### src/rtl/perf_pkg.sv
// Shared constants for the performance counter bank.
// Holds the counting mode selectors, the channel assignments used by the CPU,
// and the index-width helper used by the bank and its interface.
package perf_pkg;

    // Counting modes
    localparam int unsigned MODE_WRAP = 0;
    localparam int unsigned MODE_SAT  = 1;

    // Channel assignments used by the CPU core
    localparam int unsigned CH_CYCLES  = 0;
    localparam int unsigned CH_INSTRET = 1;
    localparam int unsigned CH_BRANCH  = 2;
    localparam int unsigned CH_STALL   = 3;

    // Index bus width; never narrower than one bit
    function automatic int unsigned idx_width(input int unsigned n);
        return (n > 1) ? $clog2(n) : 1;
    endfunction

endpackage

### src/rtl/perf_counter_bank_if.sv
// Control and readback bus of the performance counter bank.
// master: the debug/CPU side that drives controls and reads results.
// slave : the counter bank.
// Signals: run, inc, clear_all, clr_en/clr_idx, load_en/load_idx/load_val,
//          snap, rd_idx, rd_shadow (to the bank); rd_data, ovf, snap_valid
//          (from the bank).
interface perf_counter_bank_if
    import perf_pkg::*;
#(
    parameter int unsigned NUM_CH = 4,
    parameter int unsigned WIDTH  = 32,
    parameter int unsigned IDX_W  = idx_width(NUM_CH)
);
    logic              run;
    logic [NUM_CH-1:0] inc;
    logic              clear_all;
    logic              clr_en;
    logic [IDX_W-1:0]  clr_idx;
    logic              load_en;
    logic [IDX_W-1:0]  load_idx;
    logic [WIDTH-1:0]  load_val;
    logic              snap;
    logic [IDX_W-1:0]  rd_idx;
    logic              rd_shadow;
    logic [WIDTH-1:0]  rd_data;
    logic [NUM_CH-1:0] ovf;
    logic              snap_valid;

    modport master (
        output run, inc, clear_all, clr_en, clr_idx, load_en, load_idx,
               load_val, snap, rd_idx, rd_shadow,
        input  rd_data, ovf, snap_valid
    );

    modport slave (
        input  run, inc, clear_all, clr_en, clr_idx, load_en, load_idx,
               load_val, snap, rd_idx, rd_shadow,
        output rd_data, ovf, snap_valid
    );
endinterface

### src/rtl/perf_counter_cell.sv
// One counter channel: live counter, sticky overflow flag and shadow copy.
// Ports: clk, rst (sync, active-high); i_clr, i_ld/i_ld_val, i_inc_en, i_snap
//        (already decoded for this channel, i_clr highest priority);
//        o_cnt, o_shadow, o_ovf (all registered).
module perf_counter_cell
    import perf_pkg::*;
#(
    parameter int unsigned WIDTH    = 32,
    parameter int unsigned SATURATE = MODE_WRAP
) (
    input  logic             clk,
    input  logic             rst,
    input  logic             i_clr,
    input  logic             i_ld,
    input  logic [WIDTH-1:0] i_ld_val,
    input  logic             i_inc_en,
    input  logic             i_snap,
    output logic [WIDTH-1:0] o_cnt,
    output logic [WIDTH-1:0] o_shadow,
    output logic             o_ovf
);
    logic [WIDTH-1:0] r_cnt;
    logic [WIDTH-1:0] r_shadow;
    logic             r_ovf;

    // Counter, overflow and shadow update
    always_ff @(posedge clk) begin
        if (rst) begin
            r_cnt    <= '0;
            r_shadow <= '0;
            r_ovf    <= 1'b0;
        end else begin
            // Shadow takes the pre-edge count, unaffected by this cycle's update
            if (i_snap) begin
                r_shadow <= r_cnt;
            end
            if (i_clr) begin
                r_cnt <= '0;
                r_ovf <= 1'b0;
            end else if (i_ld) begin
                r_cnt <= i_ld_val;
                r_ovf <= 1'b0;
            end else if (i_inc_en) begin
                if (r_cnt == {WIDTH{1'b1}}) begin
                    r_ovf <= 1'b1;
                    if (SATURATE != MODE_SAT) begin
                        r_cnt <= '0;
                    end
                end else begin
                    r_cnt <= r_cnt + WIDTH'(1);
                end
            end
        end
    end

    assign o_cnt    = r_cnt;
    assign o_shadow = r_shadow;
    assign o_ovf    = r_ovf;
endmodule

### src/rtl/perf_counter_bank.sv
// Bank of NUM_CH event counters with snapshot and indexed registered readback.
// Ports: clk, rst (sync, active-high); bus (slave modport) carrying run, inc,
//        clear/load controls, snap, read index/source select, and the
//        registered rd_data, sticky ovf flags and snap_valid.
module perf_counter_bank
    import perf_pkg::*;
#(
    parameter int unsigned NUM_CH   = 4,
    parameter int unsigned WIDTH    = 32,
    parameter int unsigned SATURATE = MODE_WRAP,
    parameter int unsigned IDX_W    = idx_width(NUM_CH)
) (
    input  logic          clk,
    input  logic          rst,
    perf_counter_bank_if.slave bus
);
    logic [WIDTH-1:0]  w_cnt    [NUM_CH];
    logic [WIDTH-1:0]  w_shadow [NUM_CH];
    logic [NUM_CH-1:0] w_ovf;
    logic [WIDTH-1:0]  r_rd_data;
    logic              r_snap_valid;

    // Per-channel control decode; out-of-range indices match no channel
    for (genvar g = 0; g < NUM_CH; g++) begin : g_ch
        logic w_clr;
        logic w_ld;
        logic w_inc_en;

        assign w_clr    = bus.clear_all | (bus.clr_en & (bus.clr_idx == IDX_W'(g)));
        assign w_ld     = bus.load_en & (bus.load_idx == IDX_W'(g));
        assign w_inc_en = bus.run & bus.inc[g];

        perf_counter_cell #(
            .WIDTH    (WIDTH),
            .SATURATE (SATURATE)
        ) u_cell (
            .clk      (clk),
            .rst      (rst),
            .i_clr    (w_clr),
            .i_ld     (w_ld),
            .i_ld_val (bus.load_val),
            .i_inc_en (w_inc_en),
            .i_snap   (bus.snap),
            .o_cnt    (w_cnt[g]),
            .o_shadow (w_shadow[g]),
            .o_ovf    (w_ovf[g])
        );
    end

    // Registered read mux; out-of-range index reads as zero
    always_ff @(posedge clk) begin
        if (rst) begin
            r_rd_data <= '0;
        end else if (32'(bus.rd_idx) >= NUM_CH) begin
            r_rd_data <= '0;
        end else if (bus.rd_shadow) begin
            r_rd_data <= w_shadow[bus.rd_idx];
        end else begin
            r_rd_data <= w_cnt[bus.rd_idx];
        end
    end

    // Sticky indication that a snapshot exists
    always_ff @(posedge clk) begin
        if (rst) begin
            r_snap_valid <= 1'b0;
        end else if (bus.snap) begin
            r_snap_valid <= 1'b1;
        end
    end

    assign bus.rd_data    = r_rd_data;
    assign bus.ovf        = w_ovf;
    assign bus.snap_valid = r_snap_valid;
endmodule

### src/flat_wrapper.sv
// flat-port wrapper written by rule: the top's interface ports become plain ports
module perf_counter_bank_flat import perf_pkg::*;
#(
    parameter int unsigned NUM_CH   = 4,
    parameter int unsigned WIDTH    = 32,
    parameter int unsigned SATURATE = MODE_WRAP,
    parameter int unsigned IDX_W    = idx_width(NUM_CH)
)
  (clk, rst, bus_run, bus_inc, bus_clear_all, bus_clr_en, bus_clr_idx, bus_load_en, bus_load_idx, bus_load_val, bus_snap, bus_rd_idx, bus_rd_shadow, bus_rd_data, bus_ovf, bus_snap_valid);
  perf_counter_bank_if #(.NUM_CH(NUM_CH), .WIDTH(WIDTH), .IDX_W(IDX_W)) bus_i ();
  input  logic clk;
  input  logic rst;
  input wire logic [$bits(bus_i.run)-1:0] bus_run;
  input wire logic [$bits(bus_i.inc)-1:0] bus_inc;
  input wire logic [$bits(bus_i.clear_all)-1:0] bus_clear_all;
  input wire logic [$bits(bus_i.clr_en)-1:0] bus_clr_en;
  input wire logic [$bits(bus_i.clr_idx)-1:0] bus_clr_idx;
  input wire logic [$bits(bus_i.load_en)-1:0] bus_load_en;
  input wire logic [$bits(bus_i.load_idx)-1:0] bus_load_idx;
  input wire logic [$bits(bus_i.load_val)-1:0] bus_load_val;
  input wire logic [$bits(bus_i.snap)-1:0] bus_snap;
  input wire logic [$bits(bus_i.rd_idx)-1:0] bus_rd_idx;
  input wire logic [$bits(bus_i.rd_shadow)-1:0] bus_rd_shadow;
  output wire logic [$bits(bus_i.rd_data)-1:0] bus_rd_data;
  output wire logic [$bits(bus_i.ovf)-1:0] bus_ovf;
  output wire logic [$bits(bus_i.snap_valid)-1:0] bus_snap_valid;
  assign bus_i.run = bus_run;
  assign bus_i.inc = bus_inc;
  assign bus_i.clear_all = bus_clear_all;
  assign bus_i.clr_en = bus_clr_en;
  assign bus_i.clr_idx = bus_clr_idx;
  assign bus_i.load_en = bus_load_en;
  assign bus_i.load_idx = bus_load_idx;
  assign bus_i.load_val = bus_load_val;
  assign bus_i.snap = bus_snap;
  assign bus_i.rd_idx = bus_rd_idx;
  assign bus_i.rd_shadow = bus_rd_shadow;
  assign bus_rd_data = bus_i.rd_data;
  assign bus_ovf = bus_i.ovf;
  assign bus_snap_valid = bus_i.snap_valid;
  perf_counter_bank #(.NUM_CH(NUM_CH), .WIDTH(WIDTH), .SATURATE(SATURATE), .IDX_W(IDX_W)) u_core (.clk(clk), .rst(rst), .bus(bus_i));
endmodule
### config.mk
export PLATFORM = sky130hd
export DESIGN_NAME = perf_counter_bank_flat
export DESIGN_NICKNAME = d
export VERILOG_FILES = /design/src/rtl/perf_pkg.sv /design/src/rtl/perf_counter_bank_if.sv /design/src/rtl/perf_counter_cell.sv /design/src/rtl/perf_counter_bank.sv /design/src/flat_wrapper.sv
export SDC_FILE = /design/constraint.sdc
export NUM_CORES = 1
export LEC_CHECK = 0
export ABC_AREA = 1
export CAP_MARGIN = 15
export CORE_UTILIZATION = 40
export DETAILED_ROUTE_END_ITERATION = 6
export GPL_ROUTABILITY_DRIVEN = 0
export PLACE_DENSITY = 0.56
export SLEW_MARGIN = 20
export SYNTH_ARGS = -nofsm -noshare
export SYNTH_HDL_FRONTEND = slang
export SYNTH_SLANG_ARGS = --single-unit
### constraint.sdc
create_clock -name clk -period 4.47 [get_ports clk]
set_input_delay 0.6705 -clock clk [delete_from_list [all_inputs] [get_ports clk]]
set_output_delay 0.6705 -clock clk [all_outputs]
set_load 0.01 [all_outputs]
# Yosys cells after proc, flatten, opt, wreduce, memory -nomap -nowiden
# Cells that the tools add are included.
# classes
addsub,4
n_lt_le_gt_ge,1
eq_ne,10
n_mux,19
bitwise,17
n_reduce_logical,18
# op_table
cell,count
2-to-1 mux 32 bit,17
"adder 32 x 1 -> 32 bit, second input constant",4
binary-select mux 32 bit (select 2 bit),2
"equality test 32 bit, second input constant",4
AND 1 bit,12
OR reduction 3 bit,4
"equality test 2 bit, second input constant",4
AND reduction 2 bit,4
nonzero test 2 bit,4
OR reduction 2 bit,4
"equality test 2 x 1 -> 1 bit, second input constant",2
logical NOT 2 bit,2
OR 1 bit,4
">= comparator 3 bit, second input constant",1
inverter 2 -> 3 bit,1
# totals
regBits,293
inputBits,50
output_inout_bits,37
elab_cells,83

# Longest topological paths before layout
# Gate-level depths: netlist of the first run.
# depth
word_depth,5
mapped_depth,11
ltp_nobuf,11

# Cells and area by module
# From an unflattened synthesis of the first run, not the netlist that was laid out.
# unflattened
cells_unflattened,2821
area_unflattened_um2,17506.8
# by_module_without_submodules
mod,n_inst,cells_per_inst,area_each_um2,seq_area_each_um2
perf_counter_cell,4,477,3320.7,1301.2
perf_counter_bank,1,913,4224.1,660.6

# Worst setup path before layout of the first run
# No wires, ideal clock.
# synth_path
kind,in2reg
startpoint,input port bus_rd_idx[0]
endpoint,register u_core.r_rd_data[12] (netlist: u_core.bus.rd_data[12])
t_arrival_ns,1.645
slack_ns,2.703
stages,6
n_path_buf,3
cell_sequence,buf_2 -> buf_2 -> buf_1 -> a21oi_1 -> a221oi_1 -> nor2_1
# synth_via
elab_chain_len,5
# synth_lines
item,line,source
"start, declared",flat_wrapper.sv:22,input wire logic [$bits(bus_i.rd_idx)-1:0] bus_rd_idx;
inverter 2 -> 3 bit (not written as such) *,"perf_counter_bank.sv:57, perf_counter_bank.sv:59",
binary-select mux 32 bit (select 2 bit) (on tied branches),"perf_counter_bank.sv:59, perf_counter_bank.sv:57",
2-to-1 mux 32 bit (on tied branches) (2 in series),"perf_counter_bank.sv:59, perf_counter_bank.sv:57",
2-to-1 mux 32 bit *,perf_counter_bank.sv:56,end else if (bus.rd_shadow) begin
"end signal, assigned",perf_counter_bank.sv:57,r_rd_data <= w_shadow[bus.rd_idx];
"end signal, assigned",perf_counter_bank.sv:59,r_rd_data <= w_cnt[bus.rd_idx];
"end, declared",perf_counter_bank.sv:20,logic [WIDTH-1:0] r_rd_data;
# Mark *: on every way between the ends. The rest lies on a longest branch, timed or not. The select of a mux whose other input is x is not followed.
# A chain may end at the register's enable or synchronous reset.

# Worst setup path in the final report of the first run
# layout_path
startpoint,input port bus_load_en
endpoint,register u_core.g_ch[3].u_cell.r_cnt[19]
# layout_via
elab_chain_len,2
# layout_lines
item,line,source
"start, declared",flat_wrapper.sv:18,input wire logic [$bits(bus_i.load_en)-1:0] bus_load_en;
AND 1 bit *,perf_counter_bank.sv:30,assign w_ld = bus.load_en & (bus.load_idx == IDX_W'(g));
2-to-1 mux 32 bit or nonzero test 2 bit (tied branches),-,
"end signal, assigned",perf_counter_cell.sv:41,r_cnt <= i_ld_val;
"end signal, assigned",perf_counter_cell.sv:50,r_cnt <= r_cnt + WIDTH'(1);
"end, declared",perf_counter_cell.sv:22,logic [WIDTH-1:0] r_cnt;
# Mark *: on every way between the ends. The rest lies on a longest branch, timed or not.

==> summary.txt, run 1 <==
Setup path
  – Data arrival time of the critical path: 3.01 ns
  – Critical path capture point type: flop
  – Critical path's top delay family: buffers and inverters
  – Crit-path cells: clkdlybuf4s50_1 -> nand3_2 -> buf_4 -> nand3_1 -> inv_1 -> nand2_4 -> inv_2 -> nand2_1 -> a21oi_1
  – Cell type of the slowest stage on the worst timing path: sky130_fd_sc_hd__clkdlybuf4s50_1
  – Critical setup path kind: in2reg
  – Data required time at the worst endpoint: 4.93 ns
  – Largest stage delay on the critical path: 0.52 ns
  – Kind of start point of the critical path: input port
  – Sum of buffers and inverters on the critical path: 4
  – Critical path peak fanout: 23

Power and ir drop
  – Maximum resistive drop on vdd: approximately 0.30 mV
  – LEAKAGE: between 0.006 and 0.007 uW
  – Power density of the placed cells: 343.2 nW/um^2
  – Design Power: 6329 uW

Yosys
  – Top post-synthesis cells by area: sky130_fd_sc_hd__dfxtp_1 (36%), sky130_fd_sc_hd__nand2_1 (9.8%), sky130_fd_sc_hd__a21oi_1 (8.8%)
  – Largest family of logic cells by synthesized area: simple AND/OR/NAND/NOR gates
  – Xor and xnor area share after synthesis: 0.02421
  – Area of the mapped netlist: 16280 sq um
  – Number of enable flip-flop cells after synthesis: 0
  – Distinct cell type count after synthesis: 36
  – Complex-gate fraction of the synthesized area: 0.2433
  – Post-Syn Instances: between 2000 and 3000
  – Share of synthesized registers carrying an async set or reset: 0
  – Cell type with the highest aggregate area in the netlist: sky130_fd_sc_hd__dfxtp_1
  – Fraction of synthesized area in multiplexers: 0
  – Synth Area in Simple Gates: 0.2590
  – Yosys warning count: 0
  – Share of the synthesized area in the top cell type: 0.3603
  – Syn nets: 2575
  – Fraction of the mapped netlist area in adder cells: 0.003075
  – Post-Synthesis Mean Instance Area: 6.457 sq um
  – Sequential fraction of the synthesis area: 0.3603
  – Number of synthesized register bits: ~290
  – Flip-flop cell with the highest count after synthesis: sky130_fd_sc_hd__dfxtp_1

Routing
  – Mean routed wirelength per cell: between 20 and 25 um
  – Iteration-0 DRC Markers: 1826
  – Number of remaining DRC errors: 0
  – Detailed Routing Iterations Pass 1: 7
  – Vias/cell: between 5 and 6
  – Total detailed-routing wirelength: 63.05 mm
  – Remaining antenna violation count: 0
  – Via count: 17290

STA
  – Unrepaired setup endpoints after global routing: false
  – Number of max-slew violations in the final report: 0
  – Post-route clock skew: 0.01554 ns
  – Maximum operating frequency: 392.7 MHz
  – Total Neg Setup Slack: 0 ns
  – Ratio of final minimum period to clock period: 0.5696
  – Total of endpoints with negative setup slack in the final report: 0
  – Actual slew at the worst max-slew pin: around 1.1 ns
  – Final-report hold violation count: 0
  – Min Clock Period, post-route: 2.546 ns
  – Worst-case headroom to the max-slew limit: 0.2746

Cells and area
  – Fraction of final layout cells with drive strength greater than 1: 0.05427
  – Fin area: 18440 sq um
  – Commonest non-fill, non-tap cells in the layout: sky130_fd_sc_hd__nand2_1 (425), sky130_fd_sc_hd__nor2_1 (353), sky130_fd_sc_hd__inv_1 (293), sky130_fd_sc_hd__dfxtp_1 (293), sky130_fd_sc_hd__a21oi_1 (286)
  – Layout overhead on the synthesized area: 13.29%
  – Fin nets: 2576
  – Most common cell after layout, fill and taps aside: sky130_fd_sc_hd__nand2_1

Global routing
  – Initial antenna violation count: 0
  – First-pass GRT wire length: 94.40 mm
  – Met1 Resource Use GR: 0.4191
  – Met3 track utilization from global routing: 0.04043
  – Maximum number of pins on one net before global-route repair: between 200 and 250
  – Global Route met2 Usage: 0.4576
  – Total congestion overflow after global routing: 0
  – Global Route Usage Sum: 0.2999
  – Global routing's busiest layer: met2
  – Number of global-route vias before repair: 15360

Placed design
  – Total cell area at the placement stage: 17320 sq um
  – Port bufs: 86
  – Post-DP HPWL: 45.79 mm

Floorplanning
  – Std cell rows: between 70 and 80
  – Io pins: just under 90
  – Horizontal extent of the die: 203.7 um
  – Initial standard-cell utilization of the core: 0.4078
  – Die Footprint: 41510 sq um
  – Placeable core region: 39910 sq um
  – Floorplan die height: approximately 200 um

Clock network
  – Total clock buffers created by CTS: 36
  – TritonCTS clock tree: yes
  – Hold bufs inserted after CTS: 0
  – Cts repair resizes: 0
  – Number of buffers inserted by post-CTS setup repair: 0
  – Clock transition at the register clock pins on the worst setup and hold paths after CTS: 0.06 ns
  – Max Buffers Root-to-Sink: 3
  – Clock root cell: sky130_fd_sc_hd__clkbuf_16
  – Level count of the clock H-tree: 2
  – Clock latency on the worst-skew pair: 0.55 ns
  – Clock sink count: between 200 and 300

Job
  – Max_cap viols: 0

Hold path
  – Hold crit path type: in2reg

Run status
  – Result of the run: complete, no violations
==> state kept, by name, summed over array words and instances (netlist names) <==
signal and flops:
u_core.g_ch.u_cell.o_cnt 128, u_core.bus.rd_data 32, u_core.g_ch.u_cell.o_shadow 128, u_core.bus.snap_valid 1
u_core.g_ch.u_cell.o_ovf 4
==> final cells by class <==
type	count	area, sq um
antenna	1	2.502
clock buffer	51	1049
clock inverter	8	67.56
fill	4144	21470
inverter	303	1144
multi-input combinational	1780	8625
sequential	293	5866
tap	525	656.9
timing repair buffer	108	1032
==> report_power, final <==
group	internal [uW]	switching (uW)	total (uW)
sequential	2710	54.6	2760
clock	1680	1180	2860
combinational	227	480	706
==> final timing paths <==
| kind | slack, ns | depth (start not counted) | endpoint | from |
|---|---|---|---|---|
| worst min-delay path | 0.35 | 2 | u_core.g_ch[2].u_cell.o_shadow[11] | bus_snap |
| worst min register to register | 0.47 | 2 | u_core.bus.snap_valid | u_core.bus.snap_valid |
| worst max register to register | 2.27 | 10 | u_core.g_ch[1].u_cell.o_cnt[30] | u_core.g_ch[1].u_cell.o_cnt[1] |
| worst max-delay path | 1.92 | 9 | u_core.g_ch[3].u_cell.o_cnt[19] | bus_load_en |
==> cells in the mapped netlist, types with 4 or more instances <==
cell type / number
sky130_fd_sc_hd__nor2_2: 10
sky130_fd_sc_hd__a31oi_1: 29
sky130_fd_sc_hd__buf_1: 11
sky130_fd_sc_hd__nand3_1: 144
sky130_fd_sc_hd__nand2_1: 425
sky130_fd_sc_hd__o22ai_1: 124
sky130_fd_sc_hd__o21a_1: 5
sky130_fd_sc_hd__o2111ai_1: 4
sky130_fd_sc_hd__nor2_4: 11
sky130_fd_sc_hd__inv_1: 295
sky130_fd_sc_hd__xor2_1: 45
sky130_fd_sc_hd__dfxtp_1: 293
sky130_fd_sc_hd__o21ai_0: 275
sky130_fd_sc_hd__ha_1: 4
sky130_fd_sc_hd__buf_2: 21
sky130_fd_sc_hd__buf_6: 9
sky130_fd_sc_hd__a21oi_1: 286
sky130_fd_sc_hd__nand4_1: 19
sky130_fd_sc_hd__clkbuf_1: 100
sky130_fd_sc_hd__a21oi_2: 8
sky130_fd_sc_hd__nand3_2: 6
sky130_fd_sc_hd__nor2_1: 353
sky130_fd_sc_hd__nand2_2: 9
sky130_fd_sc_hd__inv_2: 5
sky130_fd_sc_hd__buf_4: 4
sky130_fd_sc_hd__a221oi_1: 6
==> metal layers <==
| layer | vias up | wire [um] |
|---|---|---|
| li1 | 8343 | - |
| met1 | 8084 | 28290 |
| met2 | 736 | 27350 |
| met3 | 126 | 4656 |
| met4 | 0 | 2751 |
| met5 | - | 0 |
==> logic make-up after synthesis <==
kind of cell / Yosys count
xor+xnor: 45
flops: 293
compound gates: 737
buf+inv: 448
fa+ha+maj: 4
simple gates: 994
==> metrics by stage <==
stage | instances | hold WS (ns) | util | setup slack (ns)
global placement | 3009 | 0.4583 | 0.4340 | 1.564
CTS | 3068 | 0.3307 | 0.4620 | 1.988
detailed placement | 3009 | 0.4575 | 0.4340 | 1.422
floorplan | 2521 | 0.4416 | - | 2.703
finish | 3069 | 0.3547 | 0.4620 | 1.924
global route | 3068 | 0.3539 | 0.4620 | 1.792
==> worst register-to-register path, stage by stage (launching register included) <==
cell,delay [ns]
sky130_fd_sc_hd__dfxtp_1,0.36
sky130_fd_sc_hd__ha_1,0.18
sky130_fd_sc_hd__nand2_1,0.16
sky130_fd_sc_hd__inv_1,0.21
sky130_fd_sc_hd__nand3_1,0.13
sky130_fd_sc_hd__nor2_1,0.60
sky130_fd_sc_hd__nand2_1,0.12
sky130_fd_sc_hd__nand2_1,0.08
sky130_fd_sc_hd__nand2_1,0.05
sky130_fd_sc_hd__a21oi_1,0.14
sky130_fd_sc_hd__nor2_1,0.05
No activity file was read; power rests on OpenSTA's default activity.
==> run 2, diff against run 1 <==
==> constraint.sdc (replaced) <==
create_clock -name clk -period 2.55 [get_ports clk]
set_input_delay 0.3825 -clock clk [delete_from_list [all_inputs] [get_ports clk]]
set_output_delay 0.3825 -clock clk [all_outputs]
set_load 0.01 [all_outputs]
==> run 2 against run 1 <==
Sequential share of layout area shrank 0.81 points. Largest power group unchanged. Worst setup slack lost 1.5 ns. Die area is the same. Critical endpoint is now u_core.g_ch[0].u_cell.o_cnt[22]. Global-route usage shrank 0.061 points. Count of clock-buffer cells in the layout grew 3.
==> summary.txt, run 2 (synthesis gave the netlist of run 1 again) <==
Run status
  – Result of the run: complete, no violations

Floorplanning
  – Die Footprint: 41510 sq um (unchanged)
  – Initial standard-cell utilization of the core: 0.4078 (unchanged)
  – Std cell rows: 73 (unchanged)
  – Placeable core region: 39910 sq um (unchanged)
  – Io pins: 87 (unchanged)
  – Floorplan die height: 203.7 um (unchanged)
  – Horizontal extent of the die: 203.7 um (unchanged)

Clock network
  – Clock sink count: 293 (unchanged)
  – Number of buffers inserted by post-CTS setup repair: 0 (unchanged)
  – Level count of the clock H-tree: 2 (unchanged)
  – Hold bufs inserted after CTS: 0 (unchanged)
  – Total clock buffers created by CTS: 37 (+2.8%)
  – Cts repair resizes: 0 (unchanged)
  – Clock transition at the register clock pins on the worst setup and hold paths after CTS: 0.06 ns (about the same)
  – TritonCTS clock tree: yes
  – Clock root cell: sky130_fd_sc_hd__clkbuf_16
  – Max Buffers Root-to-Sink: 3 (unchanged)
  – Clock latency on the worst-skew pair: 0.56 ns (about the same)

Power and ir drop
  – Power density of the placed cells: 612.1 nW/um^2 (+78%)
  – Maximum resistive drop on vdd: 0.4495 mV (+52%)
  – LEAKAGE: 0.007029 uW (+3.6%)

Routing
  – Via count: 17290 (unchanged)
  – Vias/cell: 5.579 (-0.97%)
  – Total detailed-routing wirelength: 62.56 mm (-0.78%)
  – Detailed Routing Iterations Pass 1: 6 (-1)
  – Number of remaining DRC errors: 0 (unchanged)
  – Iteration-0 DRC Markers: 1798 (-1.5%)
  – Remaining antenna violation count: 0 (unchanged)
  – Mean routed wirelength per cell: 20.19 um (-1.7%)

STA
  – Actual slew at the worst max-slew pin: 0.6402 ns (-0.4467 ns)
  – Worst-case headroom to the max-slew limit: 0.5716 (+0.2970)
  – Maximum operating frequency: 474.8 MHz
  – Ratio of final minimum period to clock period: 0.8259
  – Final-report hold violation count: 0 (unchanged)
  – Total of endpoints with negative setup slack in the final report: 0 (unchanged)
  – Hold_ws: 0.2130 ns (-0.1417 ns)
  – Min Clock Period, post-route: 2.106 ns
  – Unrepaired setup endpoints after global routing: false
  – Total Neg Setup Slack: 0 ns (unchanged)
  – Post-route clock skew: 0.01705 ns (+0.001518 ns)
  – Number of max-slew violations in the final report: 0 (unchanged)

Cells and area
  – Layout overhead on the synthesized area: 16.26%
  – Fin nets: 2602 (+1.0%)
  – Most common cell after layout, fill and taps aside: sky130_fd_sc_hd__nand2_1
  – Commonest non-fill, non-tap cells in the layout: sky130_fd_sc_hd__nand2_1 (425), sky130_fd_sc_hd__nor2_1 (353), sky130_fd_sc_hd__inv_1 (293), sky130_fd_sc_hd__dfxtp_1 (293), sky130_fd_sc_hd__a21oi_1 (286)
  – Filler cells: 4085 (-1.4%)
  – Reg area: 5866 sq um (unchanged)
  – Post-Route Utilization: 0.4742 (+0.01213)
  – Cell Count, Final, Fillers Out: 3099 (+0.98%)
  – Total inserted antenna cells: 0 (-1)
  – Fraction of final layout cells with drive strength greater than 1: 0.06527 (+0.01100)
  – Footprint of the multi-input gates: 8625 sq um (unchanged)

Global routing
  – Total congestion overflow after global routing: 0 (unchanged)
  – Number of global-route vias before repair: 15400 (+0.26%)
  – Initial antenna violation count: 0 (unchanged)
  – Global Route Usage Sum: 0.2993 (-0.0006110)
  – First-pass GRT wire length: 93.86 mm (-0.57%)
  – Maximum number of pins on one net before global-route repair: 91 (-63%)

Setup path
  – Kind of start point of the critical path: flop
  – Critical path capture point type: flop
  – Data arrival time of the critical path: 2.59 ns (-0.42 ns)
  – Critical setup path kind: reg2reg
  – Data required time at the worst endpoint: 3.04 ns (-1.89 ns)
  – Critical path peak fanout: 5 (-78%)

Placed design
  – Post-DP HPWL: 46.37 mm (+1.3%)
  – Number of instances in the placed design: 3034 (+0.83%)
  – Port bufs: 86 (unchanged)

Hold path
  – Hold crit path type: in2reg

Job
  – Max_cap viols: 0 (unchanged)
run 2: metal layers:
metal	global-route usage	routed length, um	vias up
met3	0.06040	5388	111
li1	-	-	8402
met5	0	0	-
met4	0.1168	2321	0
met1	0.4080	27500	8062
met2	0.4608	27350	714
run 2: worst max-delay path, stage by stage, from the launching register on:
cell and delay, ns:
sky130_fd_sc_hd__dfxtp_1 0.44, sky130_fd_sc_hd__ha_1 0.23, sky130_fd_sc_hd__nand2_2 0.11, sky130_fd_sc_hd__nor2_4 0.16, sky130_fd_sc_hd__nand2_1 0.10, sky130_fd_sc_hd__nor2_1 0.49
sky130_fd_sc_hd__nand2_1 0.15, sky130_fd_sc_hd__xor2_1 0.16, sky130_fd_sc_hd__nand2_1 0.06, sky130_fd_sc_hd__a21oi_1 0.13
run 2: stage by stage:
| step | total power, uW | setup slack [ns] | area, sq um |
|---|---|---|---|
| final | 11590 | 0.4439 | 18930 |
| after global routing | 12000 | 0.2761 | 18930 |
| after detailed placement | 6211 | 0.3654 | 17690 |
| after CTS | 11660 | 0.5076 | 18930 |
| after global placement | 6199 | 0.4080 | 17690 |
| after floorplan | 5664 | 0.9514 | 16280 |
run 2: final timing paths:
kind         slack [ns]                                 end                           start  depth (start not counted)
min                0.21  u_core.g_ch[3].u_cell.o_shadow[18]                        bus_snap                          2
max reg2reg        0.44     u_core.g_ch[0].u_cell.o_cnt[22]  u_core.g_ch[0].u_cell.o_cnt[1]                          9
min reg2reg        0.48               u_core.bus.snap_valid           u_core.bus.snap_valid                          2
max                0.44     u_core.g_ch[0].u_cell.o_cnt[22]  u_core.g_ch[0].u_cell.o_cnt[1]                          9
run 2: final cells by class:
class	count	share of cell area
inverter	303	0.06043
multi-input combinational	1780	0.4557
timing repair buffer	133	0.07371
clock inverter	11	0.007272
tap	525	0.03471
sequential	293	0.3099
clock buffer	54	0.05824
run 2: power breakdown:
group,leakage [uW],switching [uW],total [uW],internal (uW)
logic,0.00402,839,1290,451
clock network,0.000615,2150,5450,3300
registers,0.00239,94.6,4840,4750
==> run 3, diff against run 2 <==
==> constraint.sdc (replaced) <==
create_clock -name clk -period 2 [get_ports clk]
set_input_delay 0.3 -clock clk [delete_from_list [all_inputs] [get_ports clk]]
set_output_delay 0.3 -clock clk [all_outputs]
set_load 0.01 [all_outputs]
==> run 3 against run 2 <==
Final area is 3.2% higher. Routed wire length increased by 0.98%. Non-clock buffer count up 68. Critical path depth decreased by 8. Power grew 24%. Clock power is 18% higher. Via count is 1.9% higher. Register-to-register slack got worse by 0.33 ns.
==> summary.txt, run 3 (synthesis gave the netlist of run 1 again) <==
STA
  – Post-route clock skew: 0.02225 ns (+0.005198 ns)
  – Maximum operating frequency: 521.0 MHz
  – Actual slew at the worst max-slew pin: 0.5658 ns (-0.07445 ns)
  – Worst-case headroom to the max-slew limit: 0.6188 (+0.04722)
  – Total of endpoints with negative setup slack in the final report: 0 (unchanged)
  – Number of max-slew violations in the final report: 0 (unchanged)
  – Final-report hold violation count: 0 (unchanged)
  – Worst path setup slack after routing: 0.08062 ns (-0.3633 ns)
  – Unrepaired setup endpoints after global routing: false
  – Ratio of final minimum period to clock period: 0.9597
  – Min Clock Period, post-route: 1.919 ns
  – Total Neg Setup Slack: 0 ns (unchanged)

Setup path
  – Reg2reg start: u_core.g_ch[3].u_cell.o_cnt[0]
  – Cell type of the slowest stage on the worst timing path: sky130_fd_sc_hd__clkdlybuf4s50_1
  – Data arrival time of the critical path: 1.62 ns (-0.97 ns)
  – Crit-path cells: clkdlybuf4s50_1
  – Slack of the worst reg-to-reg path: 0.11 ns (-0.33 ns)
  – Critical path capture point type: output pin
  – Data required time at the worst endpoint: 1.70 ns (-1.34 ns)
  – Critical path peak fanout: 2 (-3)
  – Sum of buffers and inverters on the critical path: 1 (+1)
  – Largest stage delay on the critical path: 0.60 ns (+0.11 ns)
  – Critical setup path kind: reg2out
  – Critical path's top delay family: buffers and inverters
  – Kind of start point of the critical path: flop
  – Destination of the worst register-to-register timing path: u_core.g_ch[3].u_cell.o_cnt[22]
  – Path depth of the worst reg2reg path: 9 (unchanged)

Power and ir drop
  – LEAKAGE: 0.007384 uW (+5.0%)
  – Power density of the placed cells: 734.6 nW/um^2 (+20%)
  – Design Power: 14350 uW (+24%)
  – Maximum resistive drop on vdd: 0.6655 mV (+48%)

Clock network
  – Hold bufs inserted after CTS: 0 (unchanged)
  – Cts repair resizes: 0 (unchanged)
  – Level count of the clock H-tree: 2 (unchanged)
  – Clock sink count: 293 (unchanged)
  – Max Buffers Root-to-Sink: 3 (unchanged)
  – Clock transition at the register clock pins on the worst setup and hold paths after CTS: 0.06 ns (about the same)
  – Clock root cell: sky130_fd_sc_hd__clkbuf_16
  – Total clock buffers created by CTS: 36 (-2.7%)
  – Number of buffers inserted by post-CTS setup repair: 0 (unchanged)
  – Clock latency on the worst-skew pair: 0.56 ns (about the same)
  – TritonCTS clock tree: yes

Placed design
  – Port bufs: 86 (unchanged)
  – Post-placement worst setup slack: 0.02315 ns (-0.3422 ns)
  – Number of instances in the placed design: 3102 (+2.2%)
  – Post-DP HPWL: 47.90 mm (+3.3%)
  – Total cell area at the placement stage: 18410 sq um (+4.1%)

Routing
  – Mean routed wirelength per cell: 19.99 um (-0.97%)
  – Via count: 17610 (+1.9%)
  – Number of remaining DRC errors: 0 (unchanged)
  – Remaining antenna violation count: 0 (unchanged)
  – Iteration-0 DRC Markers: 1922 (+6.9%)
  – Vias/cell: 5.573 (-0.11%)
  – Detailed Routing Iterations Pass 1: 7 (+1)
  – Total detailed-routing wirelength: 63.17 mm (+0.98%)

Cells and area
  – Total inserted antenna cells: 0 (unchanged)
  – Cell Count, Final, Fillers Out: 3160 (+2.0%)
  – Layout overhead on the synthesized area: 20.02%
  – Most common cell after layout, fill and taps aside: sky130_fd_sc_hd__nand2_1
  – Fraction of final layout cells with drive strength greater than 1: 0.08880 (+0.02354)
  – Fin area: 19540 sq um (+3.2%)
  – Commonest non-fill, non-tap cells in the layout: sky130_fd_sc_hd__nand2_1 (424), sky130_fd_sc_hd__nor2_1 (349), sky130_fd_sc_hd__inv_1 (293), sky130_fd_sc_hd__dfxtp_1 (293), sky130_fd_sc_hd__a21oi_1 (286)
  – Filler cells: 4105 (+0.49%)
  – Fin nets: 2669 (+2.6%)

Global routing
  – Initial antenna violation count: 1 (+1)
  – Met1 Resource Use GR: 0.4211 (+0.01304)
  – Maximum number of pins on one net before global-route repair: 73 (-20%)
  – Global Route Usage Sum: 0.3018 (+0.002495)
  – Global Route met2 Usage: 0.4552 (-0.005588)
  – Number of global-route vias before repair: 15700 (+1.9%)
  – Total congestion overflow after global routing: 0 (unchanged)
  – First-pass GRT wire length: 94.92 mm (+1.1%)
  – Global routing's busiest layer: met2
  – Met3 track utilization from global routing: 0.03963 (-0.02077)

Floorplanning
  – Die Footprint: 41510 sq um (unchanged)
  – Horizontal extent of the die: 203.7 um (unchanged)
  – Placeable core region: 39910 sq um (unchanged)
  – Floorplan die height: 203.7 um (unchanged)
  – Initial standard-cell utilization of the core: 0.4078 (unchanged)
  – Std cell rows: 73 (unchanged)
  – Io pins: 87 (unchanged)

Hold path
  – Number of instances on the worst hold path: 2 (unchanged)
  – Worst-case hold path end point: u_core.g_ch[1].u_cell.o_shadow[13]
  – Launch instance of the worst min-delay path: bus_snap
  – Hold crit path type: in2reg

Run status
  – Result of the run: complete, no violations

Job
  – Max_cap viols: 0 (unchanged)
run 3: cell types whose count changed in the layout (fill, tap and decap cells not counted), sizes merged:
cell	change
bufinv	-1
buf	+68
clkbuf	-6
run 3: how the worst max path moves through the flow:
stage,startpoint,endpoint,cells after the start
2_1_floorplan,u_core.g_ch[0].u_cell.o_cnt[1],u_core.g_ch[0].u_cell.o_cnt[14],11
3_3_place_gp,bus_load_en,u_core.g_ch[0].u_cell.o_cnt[18],9
3_5_place_dp,bus_load_en,u_core.g_ch[0].u_cell.o_cnt[18],9
4_1_cts,u_core.g_ch[1].u_cell.o_ovf,bus_ovf[1],1
5_1_grt,u_core.g_ch[1].u_cell.o_ovf,bus_ovf[1],1
6_report,u_core.g_ch[2].u_cell.o_ovf,bus_ovf[2],1
run 3: power by group:
part           switching [uW]  total [uW]  internal, uW
Combinational            1100        1770           668
Clock                    2670        6410          3740
Sequential                119        6180          6060
run 3: metrics by stage:
| step | utilization | hold slack (ns) |
|---|---|---|
| global route | 0.4895 | 0.1165 |
| detailed placement | 0.4612 | 0.4641 |
| CTS | 0.4889 | 0.09014 |
| floorplan | - | 0.3724 |
| finish | 0.4895 | 0.1102 |
| global placement | 0.4612 | 0.4634 |
run 3: final cells by class:
class,count,area [sq um],share of cell area
clock inverter,10,107.6,0.005508
sequential,293,5866,0.3002
tap,525,656.9,0.03362
timing repair buffer,201,2118,0.1084
multi-input combinational,1780,8647,0.4426
inverter,303,1144,0.05854
clock buffer,48,997.2,0.05104
run 3: layer usage:
| metal | share of wire | wire, um | vias to the layer above |
|---|---|---|---|
| met3 | 0.077 | 4846 | 145 |
| met1 | 0.45 | 28240 | 8150 |
| met4 | 0.048 | 3046 | 2 |
| li1 | - | - | 8533 |
| met5 | 0.00014 | 9 | - |
| met2 | 0.43 | 27030 | 780 |
